**src/rtl/crypto_key_vault_if.sv**
```systemverilog
// rtl/crypto_key_vault_if.sv - provisioning/key-fetch bus of the multi-slot key vault
interface crypto_key_vault_if #(
  parameter int DATA_W    = 16,
  parameter int NUM_SLOTS = 4,
  parameter int KEY_WORDS = 8,
  parameter int SLOT_W    = $clog2(NUM_SLOTS),
  parameter int WORD_W    = $clog2(KEY_WORDS)
);
  logic [SLOT_W-1:0]    slot_sel;
  logic                 write_en;
  logic [DATA_W-1:0]    data_in;
  logic                 lock_req;
  logic                 zeroize_req;
  logic                 rd_req;
  logic [WORD_W-1:0]    rd_word;
  logic                 debug_mode;
  logic [DATA_W-1:0]    data_out;
  logic                 rd_valid;
  logic                 busy;
  logic                 err;
  logic [NUM_SLOTS-1:0] slot_full;
  logic [NUM_SLOTS-1:0] slot_locked;

  modport master (
    output slot_sel, write_en, data_in, lock_req, zeroize_req, rd_req, rd_word, debug_mode,
    input  data_out, rd_valid, busy, err, slot_full, slot_locked
  );

  modport slave (
    input  slot_sel, write_en, data_in, lock_req, zeroize_req, rd_req, rd_word, debug_mode,
    output data_out, rd_valid, busy, err, slot_full, slot_locked
  );
endinterface

```
**src/rtl/crypto_key_vault.sv**
```systemverilog
// rtl/crypto_key_vault.sv - multi-slot key store with write-once lock, timed zeroize and masked reads
module crypto_key_vault #(
  parameter int DATA_W    = 16,
  parameter int NUM_SLOTS = 4,
  parameter int KEY_WORDS = 8,
  parameter int SLOT_W    = $clog2(NUM_SLOTS),
  parameter int WORD_W    = $clog2(KEY_WORDS)
) (
  input logic               clk,
  input logic               resetn,
  crypto_key_vault_if.slave bus
);

  typedef enum logic {IDLE, ZERO} state_e;

  state_e               state_q, state_d;
  logic [DATA_W-1:0]    mem_q [NUM_SLOTS][KEY_WORDS];
  logic [WORD_W-1:0]    ptr_q [NUM_SLOTS];
  logic [NUM_SLOTS-1:0] full_q, locked_q;
  logic [SLOT_W-1:0]    zslot_q;
  logic [WORD_W-1:0]    zcnt_q;
  logic [DATA_W-1:0]    data_out_q;
  logic                 rd_valid_q, err_q;

  logic err_d, wr_fire, lock_fire, rd_fire, rd_ok, zero_start, zero_done, slot_ok, any_req;

  assign slot_ok = int'(bus.slot_sel) < NUM_SLOTS;
  assign any_req = bus.zeroize_req | bus.write_en | bus.lock_req | bus.rd_req;

  always_ff @(posedge clk or negedge resetn) begin
    if (!resetn) state_q <= IDLE;
    else         state_q <= state_d;
  end

  // One command per cycle in IDLE, highest priority wins; the rest are dropped without err.
  always_comb begin
    state_d    = state_q;
    err_d      = 1'b0;
    wr_fire    = 1'b0;
    lock_fire  = 1'b0;
    rd_fire    = 1'b0;
    rd_ok      = 1'b0;
    zero_start = 1'b0;
    zero_done  = 1'b0;
    case (state_q)
      IDLE: begin
        if (bus.zeroize_req) begin
          if (slot_ok) begin
            state_d    = ZERO;
            zero_start = 1'b1;
          end else begin
            err_d = 1'b1;
          end
        end else if (bus.write_en) begin
          if (slot_ok && !full_q[bus.slot_sel] && !locked_q[bus.slot_sel]) wr_fire = 1'b1;
          else                                                             err_d   = 1'b1;
        end else if (bus.lock_req) begin
          if (slot_ok && full_q[bus.slot_sel]) lock_fire = 1'b1;
          else                                 err_d     = 1'b1;
        end else if (bus.rd_req) begin
          if (slot_ok) begin
            rd_fire = 1'b1;
            rd_ok   = full_q[bus.slot_sel] && !(locked_q[bus.slot_sel] && bus.debug_mode);
            err_d   = !rd_ok;
          end else begin
            err_d = 1'b1;
          end
        end
      end
      ZERO: begin
        err_d = any_req;
        if (zcnt_q == WORD_W'(KEY_WORDS - 1)) begin
          zero_done = 1'b1;
          state_d   = IDLE;
        end
      end
      default: state_d = IDLE;
    endcase
  end

  always_ff @(posedge clk or negedge resetn) begin
    if (!resetn) begin
      for (int s = 0; s < NUM_SLOTS; s++) begin
        for (int w = 0; w < KEY_WORDS; w++) mem_q[s][w] <= '0;
        ptr_q[s] <= '0;
      end
      full_q     <= '0;
      locked_q   <= '0;
      zslot_q    <= '0;
      zcnt_q     <= '0;
      data_out_q <= '0;
      rd_valid_q <= 1'b0;
      err_q      <= 1'b0;
    end else begin
      err_q      <= err_d;
      rd_valid_q <= rd_fire;
      // Key material only appears on data_out for the single rd_valid cycle.
      data_out_q <= (rd_fire && rd_ok) ? mem_q[bus.slot_sel][bus.rd_word] : '0;
      if (wr_fire) begin
        mem_q[bus.slot_sel][ptr_q[bus.slot_sel]] <= bus.data_in;
        if (ptr_q[bus.slot_sel] == WORD_W'(KEY_WORDS - 1)) full_q[bus.slot_sel] <= 1'b1;
        else ptr_q[bus.slot_sel] <= ptr_q[bus.slot_sel] + WORD_W'(1);
      end
      if (lock_fire) locked_q[bus.slot_sel] <= 1'b1;
      if (zero_start) begin
        zslot_q <= bus.slot_sel;
        zcnt_q  <= '0;
      end
      if (state_q == ZERO) begin
        mem_q[zslot_q][zcnt_q] <= '0;
        zcnt_q                 <= zcnt_q + WORD_W'(1);
        if (zero_done) begin
          ptr_q[zslot_q]    <= '0;
          full_q[zslot_q]   <= 1'b0;
          locked_q[zslot_q] <= 1'b0;
        end
      end
    end
  end

  assign bus.data_out    = data_out_q;
  assign bus.rd_valid    = rd_valid_q;
  assign bus.err         = err_q;
  assign bus.busy        = (state_q == ZERO);
  assign bus.slot_full   = full_q;
  assign bus.slot_locked = locked_q;

endmodule

```
**src/flat_wrapper.sv**
```systemverilog
// flat-port wrapper written by rule: the top's interface ports become plain ports
module crypto_key_vault_flat 
#(
  parameter int DATA_W    = 16,
  parameter int NUM_SLOTS = 4,
  parameter int KEY_WORDS = 8,
  parameter int SLOT_W    = $clog2(NUM_SLOTS),
  parameter int WORD_W    = $clog2(KEY_WORDS)
)
  (clk, resetn, bus_slot_sel, bus_write_en, bus_data_in, bus_lock_req, bus_zeroize_req, bus_rd_req, bus_rd_word, bus_debug_mode, bus_data_out, bus_rd_valid, bus_busy, bus_err, bus_slot_full, bus_slot_locked);
  crypto_key_vault_if #(.DATA_W(DATA_W), .NUM_SLOTS(NUM_SLOTS), .KEY_WORDS(KEY_WORDS), .SLOT_W(SLOT_W), .WORD_W(WORD_W)) bus_i ();
  input logic clk;
  input logic resetn;
  input wire logic [$bits(bus_i.slot_sel)-1:0] bus_slot_sel;
  input wire logic [$bits(bus_i.write_en)-1:0] bus_write_en;
  input wire logic [$bits(bus_i.data_in)-1:0] bus_data_in;
  input wire logic [$bits(bus_i.lock_req)-1:0] bus_lock_req;
  input wire logic [$bits(bus_i.zeroize_req)-1:0] bus_zeroize_req;
  input wire logic [$bits(bus_i.rd_req)-1:0] bus_rd_req;
  input wire logic [$bits(bus_i.rd_word)-1:0] bus_rd_word;
  input wire logic [$bits(bus_i.debug_mode)-1:0] bus_debug_mode;
  output wire logic [$bits(bus_i.data_out)-1:0] bus_data_out;
  output wire logic [$bits(bus_i.rd_valid)-1:0] bus_rd_valid;
  output wire logic [$bits(bus_i.busy)-1:0] bus_busy;
  output wire logic [$bits(bus_i.err)-1:0] bus_err;
  output wire logic [$bits(bus_i.slot_full)-1:0] bus_slot_full;
  output wire logic [$bits(bus_i.slot_locked)-1:0] bus_slot_locked;
  assign bus_i.slot_sel = bus_slot_sel;
  assign bus_i.write_en = bus_write_en;
  assign bus_i.data_in = bus_data_in;
  assign bus_i.lock_req = bus_lock_req;
  assign bus_i.zeroize_req = bus_zeroize_req;
  assign bus_i.rd_req = bus_rd_req;
  assign bus_i.rd_word = bus_rd_word;
  assign bus_i.debug_mode = bus_debug_mode;
  assign bus_data_out = bus_i.data_out;
  assign bus_rd_valid = bus_i.rd_valid;
  assign bus_busy = bus_i.busy;
  assign bus_err = bus_i.err;
  assign bus_slot_full = bus_i.slot_full;
  assign bus_slot_locked = bus_i.slot_locked;
  crypto_key_vault #(.DATA_W(DATA_W), .NUM_SLOTS(NUM_SLOTS), .KEY_WORDS(KEY_WORDS), .SLOT_W(SLOT_W), .WORD_W(WORD_W)) u_core (.clk(clk), .resetn(resetn), .bus(bus_i));
endmodule
```
**config.mk**
```make
export PLATFORM = sky130hd
export DESIGN_NAME = crypto_key_vault_flat
export DESIGN_NICKNAME = d
export VERILOG_FILES = /design/src/rtl/crypto_key_vault_if.sv /design/src/rtl/crypto_key_vault.sv /design/src/flat_wrapper.sv
export SDC_FILE = /design/constraint.sdc
export NUM_CORES = 1
export LEC_CHECK = 0
export ABC_CLOCK_PERIOD_IN_PS = 3100
export CAP_MARGIN = 20
export CORE_AREA = 2 2 315 317
export CTS_BUF_LIST = sky130_fd_sc_hd__clkbuf_16
export DETAILED_ROUTE_END_ITERATION = 12
export DIE_AREA = 0 0 317 319
export PLACE_DENSITY = 0.45
export REMOVE_ABC_BUFFERS = 1
export SKIP_LAST_GASP = 1
export SLEW_MARGIN = 25
export SYNTH_ARGS = -nofsm -noshare
export SYNTH_HDL_FRONTEND = slang
export SYNTH_SLANG_ARGS = --single-unit
```
**constraint.sdc**
```tcl
create_clock -name clk -period 3.1 [get_ports clk]
set_input_delay 0.31 -clock clk [delete_from_list [all_inputs] [get_ports clk]]
set_output_delay 0.31 -clock clk [all_outputs]
set_load 0.02 [all_outputs]
```
==> results.py <==
metrics = {
    "clocking": {
        "ctsRootBufferMaster": "clkbuf_16",
        "cts.sinks": 556,
        "cts_buffer_depth": 3,
        "clock_latency_ns": 0.61,
        "clkTransAtPathRegs_ns": 0.06,
        "numCtsBuffers": 69,
        "htree_levels": 3,
        "postCtsSetupBuffers": 0,
        "cts_tree": "built",
        "cts.repair.resized": 0,
    },
    "timing": {
        "hold_viol_final": 0,
        "setup_slack_ns": 0.353,
        "drv_slew": 0,
        "worst_slew_pin_slew_ns": 0.966,
        "min_period_ns": 2.75,
        "rsz0062_at_grt": "false",
        "finalSetupViolCount": 0,
        "clock_skew_ns": 0.0254,
        "slew_headroom_pct": 35.3,
        "fin_crit_sh_pct": 88.6,
        "fmaxAchievable_ghz": 0.364,
    },
    "synth": {
        "ys.warnings.count": 0,
        "synth_most_common_cell": "nand2_1",
        "netlist_area_sq_mm": 0.0291,
        "synth.yosys.seq_area_share_pct": 47.8,
        "ys_ff_latch": 556,
        "yosys.area.top_type_share_pct": 47.8,
        "synth-edff-count": 0,
        "synth_common_cells": "nand2_1 (1006), dfrtp_1 (556), mux2i_1 (556)",
        "synthArstFlopShare_pct": 100,
        "ys.flop_type": "dfrtp_1",
        "syn_inst": 2696,
        "synth_top_cell_by_area": "dfrtp_1",
        "avgSynthCellArea_sq_um": 10.8,
        "ys_top_cells_by_area": "dfrtp_1 (48%), mux2i_1 (19%), nand2_1 (13%)",
        "ys_types": 42,
    },
    "cells_and_area": {
        "layout-drive-gt1-share_pct": 15.5,
        "instances_no_fill": 4084,
        "nNetsFinal": 2774,
        "area_delta_synth_final_pct": 16.4,
    },
    "detailed_routing": {
        "dr.pass1.iters": 5,
        "drc": 0,
        "via_per_inst": 5.14,
        "num_vias": 20995,
        "wl_per_cell_microns": 24.7,
        "ant_nets": 0,
        "wl_microns": 101000,
        "initialDrtViolationCount": 1690,
    },
    "critical_path": {
        "cp_data_required_time_ns": 3.62,
        "worstSetupEndpointType": "flip-flop",
        "ff2ff_setup_slack_ns": 0.35,
        "startpoint_type": "flip-flop",
        "reg2reg_from": "u_core.bus.slot_full[0]$_DFF_PN0_",
        "ff2ff_path_depth": 6,
        "critPathArrivalTime_ns": 3.27,
        "path_class": "flip-flop to flip-flop",
        "worstPathMaxFanout": 16,
        "reg2reg_to": "u_core.mem_q[26]$_DFF_PN0_",
    },
    "place": {
        "portBuffers": 54,
        "pre_cts_slack_ns": 0.207,
        "dp_cells": 3957,
        "finalWeightedCongestion": 0.880,
        "hpwl_microns": 66200,
    },
    "floorplanning": {
        "initial_core_util_pct": 29.8,
        "rows": 115,
        "fp.dieW_microns": 317,
        "ios": 55,
        "fp.dieH_microns": 319,
        "core_area_sq_mm": 0.0977,
        "die_area_sq_mm": 0.101,
    },
    "global_route": {
        "met2_usage_pct": 32.0,
        "grt_pass1_vias": 22076,
        "grt.total_usage_pct": 20.1,
        "grt_pass1_wl_microns": 151000,
        "grt_use_met3_pct": 3.47,
        "grt_antenna_before_repair": 4,
        "grt_max_degree": 102,
        "met1_usage_pct": 27.8,
        "gr-max-usage-layer": "met2",
        "gr-total-overflow": 0,
    },
    "pwr": {
        "powerDensity_mw_per_mm2": 852,
        "power.total_mw": 28.8,
        "peakVddDrop_uv": 431,
        "power.leakage_nw": 15.5,
    },
    "hold_path": {
        "min-delay-start": "bus_data_in[15]",
        "holdPathStages": 3,
        "holdPathEnd": "u_core.mem_q[431]$_DFF_PN0_",
        "hold_class": "primary input to flip-flop",
    },
    "status": {
        "outcome": "finished clean",
    },
    "run": {
        "maxCapViolCount": 0,
    },
}
## where the power goes
| group | leakage [nW] | internal, mW | switching [mW] |
|---|---|---|---|
| clock network | 1.09 | 4.35 | 3.29 |
| logic | 7.37 | 3.78 | 5.12 |
| registers | 7.01 | 10.5 | 1.81 |
## per-stage QoR
| step | util, % | hold slack, ns | TNS [ns] | cell area [sq um] |
|---|---|---|---|---|
| 3_3_place_gp | 32.5 | 0.313 | 0 | 31800 |
| 3_5_place_dp | 32.5 | 0.324 | 0 | 31800 |
| 5_1_grt | 34.7 | 0.158 | 0 | 33900 |
| 4_1_cts | 34.7 | 0.111 | 0 | 33900 |
| 2_1_floorplan | - | 0.0144 | -1199.06 | 27900 |
| 6_report | 34.7 | 0.145 | 0 | 33900 |
## metal layers
metal / wire [microns] / part of all wire (%)
met2: 47100 / 47
met3: 5590 / 5.5
met5: 0 / 0
met1: 45400 / 45
met4: 2730 / 2.7
## worst max-delay path by stage
stage / slack (ns) / depth (start not counted) / start / to
2_1_floorplan: -2.57 / 4 / u_core.bus.slot_locked[2]$_DFF_PN0_ / u_core.mem_q[128]$_DFF_PN0_
3_3_place_gp: 0.20 / 7 / bus_slot_sel[1] / u_core.bus.data_out[13]$_DFF_PN0_
3_5_place_dp: 0.21 / 7 / bus_slot_sel[1] / u_core.bus.data_out[13]$_DFF_PN0_
4_1_cts: 0.37 / 6 / u_core.bus.slot_full[3]$_DFF_PN0_ / u_core.mem_q[209]$_DFF_PN0_
5_1_grt: 0.26 / 6 / u_core.bus.slot_full[3]$_DFF_PN0_ / u_core.mem_q[93]$_DFF_PN0_
6_report: 0.35 / 6 / u_core.bus.slot_full[0]$_DFF_PN0_ / u_core.mem_q[26]$_DFF_PN0_
## area by class of cell
type / instances / area, sq um
Sequential cell: 556 / 13900
Clock buffer: 70 / 1750
Clock inverter: 55 / 338
Multi-Input combinational cell: 1882 / 14100
Tap cell: 1287 / 1610
Antenna cell: 1 / 2.50
Inverter: 19 / 71.3
Fill cell: 9618 / 63800
Timing Repair Buffer: 214 / 2080
## sequential cells by signal, summed over array words and instances (netlist names), 2 cells and up
| register | cells |
|---|---|
| u_core.bus.slot_locked | 4 |
| u_core.bus.data_out | 16 |
| u_core.bus.slot_full | 4 |
| u_core.ptr_q | 12 |
| u_core.zslot_q | 2 |
| u_core.zcnt_q | 3 |
| u_core.mem_q | 512 |
## layout by cell type, fill, tap and decap left out, types with 4 or more instances in the layout
master,n
clkbuf_16,70
buf_2,8
nor2b_1,5
clkinv_2,13
inv_6,4
and3b_1,5
nor4_1,5
a22o_1,17
buf_4,130
nor2_1,4
or4_1,4
nor4b_1,4
ha_1,4
nand2_1,1006
clkdlybuf4s50_1,43
dfrtp_1,556
o21a_1,4
a22oi_1,30
nor4_4,28
mux4_2,133
clkinv_1,17
a21oi_1,9
inv_1,35
mux2i_1,556
o21ai_0,31
buf_12,29
## critical path, stage by stage (launching register included)
cell and delay [ns]:
dfrtp_1 0.51, mux4_4 0.81, buf_4 0.26, buf_4 0.23
nor4_4 0.34, buf_12 0.25, mux2i_1 0.24
## repair_timing
action / in CTS / in global routing
hold buffers: 1 / 0
setup endpoints to repair: 0 / 0
hold endpoints to repair: 50 / 0
## cell families (layout without fill, tap and decap cells)
family / count (synthesis) / in the layout / synth area share [%]
compound gates: 97 / 97 / 2.24
other cells: 0 / 1 / 0
mux: 693 / 693 / 29.6
fa+ha+maj: 4 / 4 / 0.172
buf+inv: 258 / 358 / 4.26
flops: 556 / 556 / 47.8
simple gates: 1088 / 1088 / 15.9
Note: power is estimated with default switching activity, not from simulation.
